[src/rtl/fifo_arb_pkg.sv]
// Shared state encodings and width helper for the FIFO drain arbiter.
package fifo_arb_pkg;

  typedef enum logic [1:0] {
    ST_IDLE  = 2'b00,
    ST_RUN   = 2'b01,
    ST_PAUSE = 2'b10
  } arb_state_e;

  function automatic int clog2(input int n);
    int r;
    r = 0;
    while ((1 << r) < n) r++;
    return r;
  endfunction

endpackage

[src/rtl/rr_pick.sv]
// Channel selector: lowest-index urgent requester wins, else round-robin from rr_ptr.
module rr_pick
  import fifo_arb_pkg::*;
#(
  parameter int NUM_CH = 4,
  parameter int IDX_W  = clog2(NUM_CH)
) (
  input  logic [NUM_CH-1:0] req,
  input  logic [NUM_CH-1:0] urgent,
  input  logic [IDX_W-1:0]  rr_ptr,
  output logic [IDX_W-1:0]  pick,
  output logic              pick_valid
);

  logic [NUM_CH-1:0] hot;
  logic [IDX_W-1:0]  idx;

  assign hot = req & urgent;

  // Scans run high-to-low so the last hit (lowest offset) wins.
  // NUM_CH is a power of two, so the index add wraps naturally.
  always_comb begin
    pick       = '0;
    pick_valid = 1'b0;
    idx        = '0;
    if (|hot) begin
      pick_valid = 1'b1;
      for (int i = NUM_CH - 1; i >= 0; i--)
        if (hot[i]) pick = IDX_W'(i);
    end else begin
      for (int k = NUM_CH - 1; k >= 0; k--) begin
        idx = rr_ptr + IDX_W'(k);
        if (req[idx]) begin
          pick       = idx;
          pick_valid = 1'b1;
        end
      end
    end
  end

endmodule

[src/rtl/fifo_drain_arbiter.sv]
// Drains NUM_CH upstream FIFOs into one downstream FIFO, one pop per cycle, push one cycle later.
module fifo_drain_arbiter
  import fifo_arb_pkg::*;
#(
  parameter  int NUM_CH     = 4,
  parameter  int DATA_WIDTH = 4,
  parameter  int CNT_WIDTH  = 16,
  localparam int GID_W      = clog2(NUM_CH)
) (
  input  logic                         clk,
  input  logic                         rst,
  input  logic                         enable,
  input  logic [NUM_CH-1:0]            ch_empty,
  input  logic [NUM_CH-1:0]            ch_almost_full,
  input  logic [NUM_CH*DATA_WIDTH-1:0] ch_data,
  output logic [NUM_CH-1:0]            ch_rd_en,
  input  logic                         dn_full,
  input  logic                         dn_almost_full,
  input  logic                         dn_almost_empty,
  output logic                         dn_wr_en,
  output logic [DATA_WIDTH-1:0]        dn_data,
  output logic [GID_W-1:0]             grant_id,
  output logic [1:0]                   state,
  output logic [CNT_WIDTH-1:0]         pushed_count
);

  arb_state_e cur, nxt;
  logic [GID_W-1:0] rr_ptr;
  logic [GID_W-1:0] pick;
  logic             pick_valid;
  logic             pop;
  logic [NUM_CH-1:0][DATA_WIDTH-1:0] ch_word;

  assign ch_word = ch_data;
  assign state   = cur;

  rr_pick #(.NUM_CH(NUM_CH), .IDX_W(GID_W)) u_pick (
    .req        (~ch_empty),
    .urgent     (ch_almost_full),
    .rr_ptr     (rr_ptr),
    .pick       (pick),
    .pick_valid (pick_valid)
  );

  assign pop = (cur == ST_RUN) && enable && !dn_almost_full && !dn_full && pick_valid;

  always_comb begin
    ch_rd_en = '0;
    if (pop) ch_rd_en[pick] = 1'b1;
  end

  always_ff @(posedge clk or negedge rst) begin
    if (!rst) cur <= ST_IDLE;
    else      cur <= nxt;
  end

  // Dropping enable beats every other transition.
  always_comb begin
    nxt = cur;
    unique case (cur)
      ST_IDLE:  if (enable) nxt = ST_RUN;
      ST_RUN:   if (!enable) nxt = ST_IDLE;
                else if (dn_almost_full) nxt = ST_PAUSE;
      ST_PAUSE: if (!enable) nxt = ST_IDLE;
                else if (dn_almost_empty && !dn_almost_full) nxt = ST_RUN;
      default:  nxt = ST_IDLE;
    endcase
  end

  always_ff @(posedge clk or negedge rst) begin
    if (!rst) begin
      rr_ptr       <= '0;
      grant_id     <= '0;
      dn_wr_en     <= 1'b0;
      pushed_count <= '0;
    end else begin
      dn_wr_en <= pop;
      if (pop) begin
        rr_ptr   <= pick + 1'b1;
        grant_id <= pick;
      end
      if (dn_wr_en) pushed_count <= pushed_count + 1'b1;
    end
  end

  // The upstream buf_out holds the popped word during the push cycle.
  assign dn_data = dn_wr_en ? ch_word[grant_id] : '0;

endmodule

[config.mk]
export PLATFORM = sky130hd
export DESIGN_NAME = fifo_drain_arbiter
export DESIGN_NICKNAME = d
export VERILOG_FILES = /design/src/rtl/fifo_arb_pkg.sv /design/src/rtl/rr_pick.sv /design/src/rtl/fifo_drain_arbiter.sv
export SDC_FILE = /design/constraint.sdc
export NUM_CORES = 1
export LEC_CHECK = 0
export ABC_AREA = 1
export CORE_ASPECT_RATIO = 0.7
export CORE_MARGIN = 3
export CORE_UTILIZATION = 48
export DETAILED_ROUTE_END_ITERATION = 8
export HOLD_SLACK_MARGIN = 0.12
export MAX_ROUTING_LAYER = met4
export PLACE_DENSITY = 0.93
export SYNTH_ARGS = -nofsm -noshare
export SYNTH_HDL_FRONTEND = slang
export SYNTH_SLANG_ARGS = --single-unit
export TNS_END_PERCENT = 100
[constraint.sdc]
create_clock -name clk -period 6.72 [get_ports clk]
set_input_delay 2.016 -clock clk [delete_from_list [all_inputs] [get_ports clk]]
set_output_delay 2.016 -clock clk [all_outputs]
set_load 0.02 [all_outputs]
# ---- Word-level counts from Yosys, hierarchy flattened
# Cells that the tools add are included.
dict set report op_classes {
  n_mux 34
  n_bitwise 2
  n_addsub 5
  n_eq_ne 5
  reduce_logical 11
  magnitude_cmp 7
}
# cell n
set ops {}
lappend ops {{two-way mux 2 bit} 14}
lappend ops {{< comparator 2 x 3 -> 1 bit (second input constant)} 6}
lappend ops {{adder 16 x 1 -> 16 bit (second input constant)} 1}
lappend ops {{two-way mux 4 bit} 3}
lappend ops {{two-way mux 1 bit} 10}
lappend ops {{binary-select mux 1 bit (select 2 bit)} 4}
lappend ops {{binary-select mux 4 bit (select 2 bit)} 1}
lappend ops {{logical AND 1 bit} 6}
lappend ops {{!= test 3 bit (second input constant)} 2}
lappend ops {{case mux 2 bit (3 select lines)} 1}
lappend ops {{adder 2 x 1 -> 2 bit (second input constant)} 2}
lappend ops {{adder 2 bit (second input constant)} 2}
lappend ops {{AND 4 bit} 1}
lappend ops {{NOT 4 bit} 1}
lappend ops {{OR reduction 4 bit} 1}
lappend ops {{AND reduction 3 bit} 1}
lappend ops {{demux 1 bit (select 2 bit)} 1}
lappend ops {{== test 2 x 1 -> 1 bit (second input constant)} 1}
lappend ops {{== test 2 bit (second input constant)} 1}
lappend ops {{greater-or-equal comparator 2 x 1 -> 1 bit (second input constant)} 1}
lappend ops {{zero test 1 bit} 2}
lappend ops {{zero test 2 bit} 1}
lappend ops {{!= test 2 bit (second input constant)} 1}
dict set report word_totals {
  regBits 23
  inputBits 30
}

# ---- Longest topological paths before layout
# Gate-level depths: netlist of run 1.
dict set report logic_depth {
  depth_word 13
  ltp_mapped 15
  depth_no_buf 14
}

# ---- Hierarchy
# Synthesis of run 1 repeated with hierarchy kept, for this count alone.
dict set report unflattened {
  hier_cells 249
  hier_area_um2 1710.4
}
# module area_per_inst_um2 cells_per_inst n_inst
set modules_own_cells {}
lappend modules_own_cells {fifo_drain_arbiter 1393.8 188 1}
lappend modules_own_cells {rr_pick 316.6 61 1}

# ---- Worst setup path after synthesis of run 1
# No wires, ideal clock.
dict set report synth_path {
  path_type {input port to output port}
  start {input ch_empty[2]}
  end {output ch_rd_en[1]}
  path_stages 14
  t_arrival_ns 3.190
  n_path_buf 0
  required_time_ns 4.704
  setup_slack_ns 1.514
  cell_sequence {inv_1 > nand2_1 > nand2_2 > nand2_1 > nand2_1 > nor2_4 > nor2_2 > nand2_1 > nand3_2 > nand2_2 > inv_1 > ha_1 > inv_1 > nor2_1}
}
dict set report synth_via {
  elab_chain_cells 13
}
# element line_no
set synth_rtl {}
lappend synth_rtl {{start, declared} fifo_drain_arbiter.sv:13} ;# input logic [NUM_CH-1:0] ch_empty,
lappend synth_rtl {{NOT 4 bit *} fifo_drain_arbiter.sv:38} ;# .req (~ch_empty),
lappend synth_rtl {{binary-select mux 1 bit (select 2 bit)} rr_pick.sv:33} ;# if (req[idx]) begin
lappend synth_rtl {{two-way mux 1 bit (implied by the code)} rr_pick.sv:33}
lappend synth_rtl {{two-way mux 2 bit (4 in series)} rr_pick.sv:33}
lappend synth_rtl {{two-way mux 2 bit *} rr_pick.sv:26} ;# if (|hot) begin
lappend synth_rtl {{named net pick[0]} fifo_drain_arbiter.sv:29} ;# logic [GID_W-1:0] pick;
lappend synth_rtl {{< comparator 2 x 3 -> 1 bit (implied by the code) / greater-or-equal comparator 2 x 1 -> 1 bit (equally long branches)} fifo_drain_arbiter.sv:49} ;# if (pop) ch_rd_en[pick] = 1'b1;
lappend synth_rtl {{logical AND 1 bit (implied by the code)} fifo_drain_arbiter.sv:49}
lappend synth_rtl {{two-way mux 1 bit (implied by the code)} fifo_drain_arbiter.sv:49}
lappend synth_rtl {{demux 1 bit (select 2 bit) *} fifo_drain_arbiter.sv:49}
lappend synth_rtl {{two-way mux 4 bit *} fifo_drain_arbiter.sv:49}
lappend synth_rtl {{end, declared} fifo_drain_arbiter.sv:16} ;# output logic [NUM_CH-1:0] ch_rd_en,
# Mark *: on every way through the listed nets, which the timed path passes. The rest lies on a longest branch. The select of a mux whose other input is x is not followed.

# ---- Final worst setup path of run 1
dict set report layout_path {
  start {input ch_empty[0]}
  end {output ch_rd_en[2]}
}
dict set report layout_via {
  elab_chain_cells 13
}
# element line_no
set layout_rtl {}
lappend layout_rtl {{NOT 4 bit *} fifo_drain_arbiter.sv:38}
lappend layout_rtl {{binary-select mux 1 bit (select 2 bit)} rr_pick.sv:33}
lappend layout_rtl {{two-way mux 1 bit (implied by the code)} rr_pick.sv:33}
lappend layout_rtl {{two-way mux 2 bit (4 in series)} rr_pick.sv:33}
lappend layout_rtl {{two-way mux 2 bit} rr_pick.sv:26}
lappend layout_rtl {{< comparator 2 x 3 -> 1 bit (implied by the code) / greater-or-equal comparator 2 x 1 -> 1 bit (equally long branches)} fifo_drain_arbiter.sv:49}
lappend layout_rtl {{logical AND 1 bit (implied by the code)} fifo_drain_arbiter.sv:49}
lappend layout_rtl {{two-way mux 1 bit (implied by the code)} fifo_drain_arbiter.sv:49}
lappend layout_rtl {{demux 1 bit (select 2 bit)} fifo_drain_arbiter.sv:49}
lappend layout_rtl {{two-way mux 4 bit *} fifo_drain_arbiter.sv:49}
# Every way passes the cells marked *; elsewhere a longest branch is shown, timed or not. The select of a mux whose other input is x is not followed.

==> impl_results.rst, run 1 <==
.. list-table::
   :header-rows: 1

   * - Metric
     - Value
   * - Crit path DAT
     - between 4 and 5 ns
   * - Number of buffers added by the clock tree synthesis step
     - 3
   * - Lkg Pwr
     - 1.12 nW
   * - Number of nets with antenna violations after routing
     - 0
   * - Maximum number of pins on one net before global-route repair
     - 24
   * - Worst ir drop on vdd
     - 0.127 mV
   * - Actual slew at the worst max-slew pin
     - 0.981 ns
   * - Area share of the largest cell type after synthesis
     - 0.365
   * - Ranking of synthesized cells by area
     - sky130_fd_sc_hd__dfrtp_1, sky130_fd_sc_hd__nand2_1, sky130_fd_sc_hd__nor2_1, sky130_fd_sc_hd__inv_1, sky130_fd_sc_hd__xor2_1
   * - Layout cells sized above 1
     - 0.0750
   * - Global router's overall resource usage
     - 0.202
   * - Post-route minimum period
     - 6.26 ns
   * - Number of global-route vias before repair
     - 1511
   * - H-tree lvl count
     - 1
   * - Total of endpoints with negative setup slack in the final report
     - 0
   * - Post-synth net total
     - 256
   * - Sequential cell area fraction in the yosys report
     - 0.365
   * - Highest clock rate
     - 0.160 GHz
   * - Final Skew
     - 0.00232 ns
   * - Busiest metal layer after global routing
     - met2
   * - Setup repair after global routing missed its margin
     - false
   * - Crit path max fanout
     - 4
   * - Grt met1 use
     - 0.263
   * - Buffers inserted during post-CTS setup optimization
     - 0
   * - Run status
     - complete, no violations
   * - CTS tree
     - done
   * - Tightest slew margin relative to the limit
     - 0.344
   * - Skew-Pair Late Insertion Delay
     - 0.26 ns
   * - Number of register bits inferred by synthesis
     - 23
   * - CTS Buffer Depth
     - 2
   * - Area of the core region
     - roughly 3000 sq um
   * - Number of buffers added to fix hold violations after cts
     - 0
   * - Critical path startpoint category
     - primary input
   * - Library cell with the largest summed area after synthesis
     - sky130_fd_sc_hd__dfrtp_1
   * - DPL Wire Length
     - 3190 um
   * - Pins over their slew limit
     - 0
   * - Wire length of the first global-routing pass
     - 6180 um
   * - Critical Path RT
     - 4.70 ns
   * - Post-route DRC violation count
     - 0
   * - Library cells used by synthesis
     - 27
   * - Total iterations of the first detailed-routing run
     - 7
   * - Routed wire per std cell
     - 12.5 um
   * - Fill count
     - 239
   * - Post-Syn Area per Cell
     - slightly above 7 sq um
   * - Die W
     - 74.6 um
   * - Endpoints failing hold
     - 0
   * - Endpoint kind of the worst setup timing path
     - output pin
   * - Antenna violations before repair
     - 0
   * - Signed area change from the synthesized netlist to the final layout
     - 41.0%
   * - IO Port Bufs
     - 58
   * - Clock sink count
     - 23
   * - Total Wirelength
     - 3940 um
   * - Max-cap check violation count
     - 0
   * - Met2 demand-to-capacity share in global routing
     - 0.325
   * - Nets
     - 316
   * - Placer congestion estimate
     - 0.996
   * - Effective utilization at floorplan
     - 0.533
   * - Most frequent cells in the layout
     - sky130_fd_sc_hd__nand2_1, sky130_fd_sc_hd__clkdlybuf4s50_1, sky130_fd_sc_hd__nor2_1, sky130_fd_sc_hd__inv_1, sky130_fd_sc_hd__dfrtp_1
   * - Avg Vias per Cell
     - 5.18
   * - Cell area after synthesis
     - 1580 sq um
   * - Die Footprint
     - 4020 sq um
   * - Final period util
     - 0.931
   * - Synth Warn #
     - 0
   * - Critical Setup Path Class
     - primary input to output pin
   * - Count of antenna diodes in the layout
     - 0
   * - Rows
     - 16
   * - Count of cells resized by post-cts repair
     - 0
   * - PnR Total Power
     - 560 uW
   * - Clock Tree Root
     - sky130_fd_sc_hd__clkbuf_8
   * - PD cells
     - 252 nW/um^2
   * - Height of the chip
     - between 50 and 60 um
   * - GR Layer Usage met3
     - 0.0429
   * - Number of design-rule violations left by the first detailed-router iteration
     - about 120
   * - Total I/O pin count
     - 59
   * - GRT overflow
     - 0
   * - Clock transition at the registers of the reported paths
     - 0.07 ns
   * - Number of instances in the synthesized netlist
     - between 200 and 250
   * - Vias
     - roughly 1600
   * - Setup TNS
     - 0 ns
   * - Class of the tightest hold or removal check
     - flip-flop to flip-flop
[final timing paths]
path	slack, ns	endpoint	start	cells after the start
worst max register to register	4.61	rr_ptr[1]	rr_ptr[0]	10
worst min register to register	0.50	pushed_count[14]	pushed_count[14]	1
min in group asynchronous	2.30	state[1]	rst	1
worst max-delay path	0.46	ch_rd_en[2]	ch_empty[0]	15
max in group asynchronous	3.83	pushed_count[15]	rst	1
worst min-delay path	0.50	pushed_count[14]	pushed_count[14]	1
[layout make-up]
cell class / count / area (sq um) / share of cell area
Clock buffer: 4 / 45.0 / 0.0202
Multi-Input combinational cell: 164 / 860 / 0.386
Tap cell: 36 / 45.0 / 0.0202
Sequential cell: 23 / 576 / 0.258
Timing Repair Buffer: 58 / 581 / 0.261
Inverter: 31 / 121 / 0.0545
[metrics by stage]
step | hold WS (ns) | utilization | std cells | setup slack [ns] | cell area [sq um]
floorplan | 0.592 | - | 221 | 1.51 | 1580
global placement | 0.489 | 0.736 | 312 | 0.529 | 2180
detailed placement | 0.491 | 0.736 | 312 | 0.478 | 2180
CTS | 0.506 | 0.752 | 316 | 0.461 | 2230
global route | 0.523 | 0.752 | 316 | 0.293 | 2230
finish | 0.503 | 0.752 | 316 | 0.463 | 2230
[synth_stat cells, drive strengths merged]
cell type  instances
nor2              31
dfrtp             23
xnor2              5
a21oi              6
nand4              3
inv               30
buf                2
o21ai             12
nor4               2
a32oi              1
clkbuf             1
clkinv             1
ha                 5
xor2              10
nor3               2
and3               2
nand3             16
o21bai             1
nand2             68
[cells by family after synthesis]
| logic type | Yosys count | synth area share |
|---|---|---|
| compound gates | 20 | 0.0745 |
| fa+ha+maj | 5 | 0.0396 |
| simple gates | 124 | 0.347 |
| buf+inv | 34 | 0.0911 |
| xor+xnor | 15 | 0.0832 |
| flops | 23 | 0.364 |
[critical path, cell delays in order]
cell and delay, ns:
sky130_fd_sc_hd__clkdlybuf4s50_1 0.50, sky130_fd_sc_hd__inv_1 0.08, sky130_fd_sc_hd__nand2_1 0.07, sky130_fd_sc_hd__nand2_2 0.07, sky130_fd_sc_hd__nand2_2 0.08, sky130_fd_sc_hd__nand2_2 0.08, sky130_fd_sc_hd__nor2_4 0.15, sky130_fd_sc_hd__nor2_2 0.04
sky130_fd_sc_hd__nand2_1 0.08, sky130_fd_sc_hd__nand3_2 0.07, sky130_fd_sc_hd__nand2_2 0.10, sky130_fd_sc_hd__ha_1 0.16, sky130_fd_sc_hd__inv_1 0.04, sky130_fd_sc_hd__nor2_1 0.09, sky130_fd_sc_hd__clkdlybuf4s50_1 0.61
[sequential cells by signal, summed over array words and instances, names as in the netlist]
register      flops
rr_ptr            2
pushed_count     16
dn_wr_en          1
grant_id          2
state             2
[metal layers]
metal,vias up,wire [um]
met5,-,0
met4,0,46
met2,76,1760
li1,805,-
met3,9,278
met1,747,1860
[power by group]
group / switching, mW / internal [mW] / total, mW
Sequential: 0.0441 / 0.159 / 0.203
Clock: 0.0402 / 0.0422 / 0.0824
Combinational: 0.161 / 0.114 / 0.275
(Power assumes the default switching activity.)
==> run 2: changes to the inputs <==
--- a/config.mk
+++ b/config.mk
@@ -13,6 +13,7 @@
 export HOLD_SLACK_MARGIN = 0.12
 export MAX_ROUTING_LAYER = met4
 export PLACE_DENSITY = 0.93
+export SKIP_CTS_REPAIR_TIMING = 1
 export SYNTH_ARGS = -nofsm -noshare
 export SYNTH_HDL_FRONTEND = slang
 export SYNTH_SLANG_ARGS = --single-unit
==> constraint.sdc (replaced) <==
create_clock -name clk -period 6.72 [get_ports clk]
set_input_delay 1.008 -clock clk [delete_from_list [all_inputs] [get_ports clk]]
set_output_delay 1.008 -clock clk [all_outputs]
set_load 0.02 [all_outputs]
==> run 2 against run 1 <==
Routed wire length up 1.1%; clock skew up 0.0012 ns; final cell count unchanged; critical endpoint unchanged; largest cell class unchanged; critical path type unchanged.
==> impl_results.rst, run 2 (same netlist as run 1, synthesis figures left out) <==
.. list-table::
   :header-rows: 1

   * - Metric
     - Value
   * - Cell family contributing the most delay on the critical path
     - buffers and inverters
   * - Number of buffers added by the clock tree synthesis step
     - 3
   * - Portion of total power attributed to combinational logic
     - 0.486
   * - Placed Instances
     - 312
   * - Area after DPL
     - 2180 sq um
   * - Final Skew
     - 0.00354 ns
   * - Worst hold path stage count
     - 1
   * - Rows
     - 16
   * - Crit path buffers/inverters
     - 4
   * - Lkg Pwr
     - 1.12 nW
   * - Pins over their slew limit
     - 0
   * - Critical Path RT
     - 5.71 ns
   * - Maximum number of pins on one net before global-route repair
     - 24
   * - Routed wire per std cell
     - 12.6 um
   * - Wire length of the first global-routing pass
     - 6350 um
   * - Tightest slew margin relative to the limit
     - 0.341
   * - Endpoint kind of the worst setup timing path
     - output pin
   * - Max-cap check violation count
     - 0
   * - Post-route worst hold slack
     - 0.505 ns
   * - Most frequent cells in the layout
     - sky130_fd_sc_hd__nand2_1, sky130_fd_sc_hd__clkdlybuf4s50_1, sky130_fd_sc_hd__nor2_1, sky130_fd_sc_hd__inv_1, sky130_fd_sc_hd__dfrtp_1
   * - Nets
     - 316
   * - H-tree lvl count
     - 1
   * - Number of standard cells in the layout, taps in and fillers out
     - 316
   * - IO Port Bufs
     - 58
   * - Register containing the most flip-flops in the final layout
     - pushed_count
   * - Antenna violations before repair
     - 0
   * - Signed area change from the synthesized netlist to the final layout
     - 41.0%
   * - Placer congestion estimate
     - roughly 1.0
   * - Endpoints failing hold
     - 0
   * - Total iterations of the first detailed-routing run
     - 4
   * - Actual slew at the worst max-slew pin
     - a little under 1 ns
   * - Area of the core region
     - 2960 sq um
   * - Count of antenna diodes in the layout
     - 0
   * - Total Wirelength
     - around 4000 um
   * - CP max stage delay
     - slightly above 0.6 ns
   * - Critical path launch point
     - ch_empty[0]
   * - Die W
     - 74.6 um
   * - Clock sink count
     - 23
   * - Critical path startpoint category
     - primary input
   * - Effective utilization at floorplan
     - 0.533
   * - Clock transition at the registers of the reported paths
     - ~0.070 ns
   * - PD cells
     - 252 nW/um^2
   * - Total of endpoints with negative setup slack in the final report
     - 0
   * - Crit path max fanout
     - 4
   * - Global router's overall resource usage
     - 0.213
   * - Number of cells on the worst reg-to-reg path
     - 14
   * - Hold Crit Endpoint
     - pushed_count[14]
   * - Height of the chip
     - 54.0 um
   * - Number of global-route vias before repair
     - about 1500
   * - Origin of the critical flop-to-flop path
     - rr_ptr[0]
   * - Worst flop-to-flop path endpoint
     - rr_ptr[1]
   * - Sw Pwr
     - 246 uW
   * - Class of the tightest hold or removal check
     - flip-flop to flip-flop
   * - Vias
     - 1588
   * - Skew-Pair Late Insertion Delay
     - 0.26 ns
   * - CP Cell Sequence
     - clkdlybuf4s50_1 -> inv_1 -> nand2_1 -> nand2_2 -> nand2_2 -> nand2_2 -> nor2_4 -> nor2_2 -> nand2_1 -> nand3_2 -> nand2_2 -> ha_1 -> inv_1 -> nor2_1 -> clkdlybuf4s50_1
   * - Highest clock rate
     - around 0.24 GHz
   * - Switching fraction of total power
     - 0.438
   * - CTS tree
     - done
   * - DPL Wire Length
     - 3160 um
   * - Internal power consumption
     - 315 uW
   * - Max FFs per register
     - 16
   * - Layout Cell Area excl Fill
     - 2230 sq um
   * - Share of total power in the clock network
     - 0.148
   * - Post-route minimum period
     - 4.24 ns
   * - Die Footprint
     - approximately 4000 sq um
   * - GRT overflow
     - 0
   * - Cell with the largest stage delay on the worst path
     - sky130_fd_sc_hd__clkdlybuf4s50_1
   * - Avg Vias per Cell
     - 5.03
   * - Number of nets with antenna violations after routing
     - 0
   * - Clock Tree Root
     - sky130_fd_sc_hd__clkbuf_8
   * - Post-route DRC violation count
     - 0
   * - Worst ir drop on vdd
     - approximately 0.18 mV
   * - Final period util
     - 0.631
   * - Layout cells sized above 1
     - 0.0750
   * - Run status
     - complete, no violations
   * - Cell seen most often among critical-path stages
     - sky130_fd_sc_hd__nand2_2
   * - Setup repair after global routing missed its margin
     - false
   * - Worst Min Path Start
     - pushed_count[14]
   * - Critical Setup Path Class
     - primary input to output pin
   * - Sequential power share
     - 0.366
   * - Number of design-rule violations left by the first detailed-router iteration
     - 95
   * - Total I/O pin count
     - a little under 60
   * - CTS Buffer Depth
     - 2
   * - Setup TNS
     - 0 ns
   * - Crit path DAT
     - approximately 3.2 ns
   * - Setup slack of the worst register-to-register path
     - 4.64 ns
==> run 2: worst max path at each step <==
stage | to | slack (ns) | depth (start not counted)
final | ch_rd_en[2] | 2.48 | 15
after floorplan | ch_rd_en[1] | 3.53 | 14
after detailed placement | ch_rd_en[2] | 2.49 | 15
after global routing | ch_rd_en[0] | 2.28 | 15
after global placement | ch_rd_en[1] | 2.55 | 15
after CTS | ch_rd_en[2] | 2.48 | 15
==> run 2: area by class of cell <==
class	count	area (sq um)
repair buffers	58	581
multi-input cells	164	860
flip-flops and latches	23	576
fillers	243	736
clock buffers	4	45.0
inverters	31	121
well taps	36	45.0
==> run 2: through the flow <==
step | worst slack, ns | utilization | power, mW
2_1_floorplan | 3.53 | - | 0.388
3_3_place_gp | 2.55 | 0.736 | 0.469
3_5_place_dp | 2.49 | 0.736 | 0.476
4_1_cts | 2.48 | 0.752 | 0.560
5_1_grt | 2.28 | 0.752 | 0.604
6_report | 2.48 | 0.752 | 0.561
==> run 2: routing by layer <==
layer,track usage,part of all wire
met1,0.264,0.45
met2,0.362,0.46
met3,0.0541,0.075
met4,0.0325,0.014
met5,-,0
==> run 2: power groups by stage <==
stage / clock [mW] / combinational, mW / sequential (mW)
after floorplan: 0 / 0.183 / 0.205
after global placement: 0 / 0.265 / 0.204
after detailed placement: 0 / 0.270 / 0.206
after CTS: 0.0831 / 0.272 / 0.204
after global routing: 0.0892 / 0.305 / 0.210
final: 0.0833 / 0.272 / 0.205
==> patch, RTL diff (flow settings as in run 2) <==
Reset style: synchronous (`rst`), changed in 2 clocked blocks.
--- a/src/rtl/fifo_drain_arbiter.sv
+++ b/src/rtl/fifo_drain_arbiter.sv
@@ -49,7 +49,7 @@
     if (pop) ch_rd_en[pick] = 1'b1;
   end
 
-  always_ff @(posedge clk or negedge rst) begin
+  always_ff @(posedge clk) begin
     if (!rst) cur <= ST_IDLE;
     else      cur <= nxt;
   end
@@ -67,7 +67,7 @@
     endcase
   end
 
-  always_ff @(posedge clk or negedge rst) begin
+  always_ff @(posedge clk) begin
     if (!rst) begin
       rr_ptr       <= '0;
       grant_id     <= '0;
Behaviour: differs if rst is asserted again (counterexample within 4 cycles, from zero or initial values and one cycle with rst low); with rst held inactive, the same outputs for 10 cycles.
==> patch against run 2 <==
Sequential share of layout area fell by 4.7 points. Critical path depth did not move. Area after synthesis fell by 2.6%. Global-route usage rose by 2.2 points. Worst setup slack improved by 11 ps. Synthesized cell count rose by 10%. Cell area fell by 2.1%. Sequential cell count did not move. Wire length rose by 6.6%. Via count rose by 11%. Worst hold slack improved by 13 ps. Maximum frequency rose by 0.27%. Critical endpoint is now ch_rd_en[3]. Highest routed layer unchanged.
Power is not compared: it rests on default switching activity, and its combinational part moved more than twofold at a synthesized area within 25%.
==> patch: results <==
set metrics [dict create \
    status "finished, final reports clean" \
    cts-buffers-inserted 3 \
    totalWireLength_um 4242 \
    r2r-start "rr_ptr[0]$_SDFFE_PN0P_" \
    drt_iter0_drc 89 \
    place_congestion 0.8016 \
    layout.nonclk_buf_frac 0.2664 \
    fin_cells 336 \
    largest_reg_flops 16 \
    synth-seq-area-share 0.2994 \
    highest_layer "met4" \
    grt_first_pass_wirelength_um 7100 \
    antenna_found_initial 0 \
    cp_max_fo 3 \
    netlist-cell-type-count 34 \
    synth.net_count 278 \
    tightest_slew_ps 438.8 \
    wl_met3_um 411 \
    grtUsageMet1 0.2966 \
    synthArstFlopShare 0 \
    min_path_cells 2 \
    worst-r2r-cell-count 11 \
    holdWs_ps 518.4 \
    grt_pass1_vias 1651 \
    dr_wl_met2_um 1866 \
    use_met2 0.3853 \
    rrSetupSlack_ps 4700 \
    synth_common_cells "nand2_1, nor2_1, inv_1" \
    max_stage_delay_ps 630 \
    clkCellAreaFrac 0.02124 \
    postLayoutSetupSlackWorst_ps 2488 \
    hold_start "pushed_count[12]$_SDFFE_PN0P_" \
    drive_above_1_share 0.07333 \
    multi_input_area_share 0.4156 \
    core_area_um2 2923 \
    met1_length_um 1950 \
    largest-register "pushed_count" \
    grt_usage 0.2352 \
    final-seq-area_um2 460.4 \
    grt_max_degree 14 \
    synthFlopType "dfxtp_1" \
    insertion_delay_ps 260 \
    min_to "pushed_count[12]$_SDFFE_PN0P_" \
    netlist_instances 243 \
    dr.pass1.iters 6 \
    place_area_um2 2133 \
    r2r-end "rr_ptr[1]$_SDFFE_PN0P_" \
    hpwl_um 3254 \
    final.fill_count 251 \
    vias_per_cell 5.247 \
    diodes 0 \
    n_all_buffers 58 \
    nMultiInputCombCells 178 \
    grt.met3_usage 0.05882 \
    n_all_inverters 37 \
    dp.cells 332 \
    cts_sinks 23 \
    ys_top_cells_by_area "dfxtp_1, nand2_1, nor2_1, inv_1, a21oi_1" \
    cellLeakagePower_nw 0.8768 \
    fin_worst_skew_ps 6.437 \
]
[patch: how the worst max path moves through the flow]
stage	end	cells after the start	start
floorplan	ch_rd_en[1]	12	ch_empty[0]
global placement	ch_rd_en[3]	15	ch_empty[0]
detailed placement	ch_rd_en[3]	15	ch_empty[0]
CTS	ch_rd_en[3]	15	ch_empty[0]
global route	ch_rd_en[3]	15	ch_empty[2]
finish	ch_rd_en[3]	15	ch_empty[0]
[patch: power breakdown]
| part | internal [mW] | switching, mW |
|---|---|---|
| clock | 0.0414 | 0.0440 |
| combinational | 0.0272 | 0.0252 |
| sequential | 0.137 | 0.00202 |
[patch: cell families after synthesis]
group	Yosys count	synth area share
and+or+nand+nor	124	0.3710
AOI/OAI and AO/OA	46	0.1603
buffers and inverters	42	0.1115
DFF	23	0.2994
adders and majority gates	5	0.04068
xor gates and xnor gates	3	0.01709
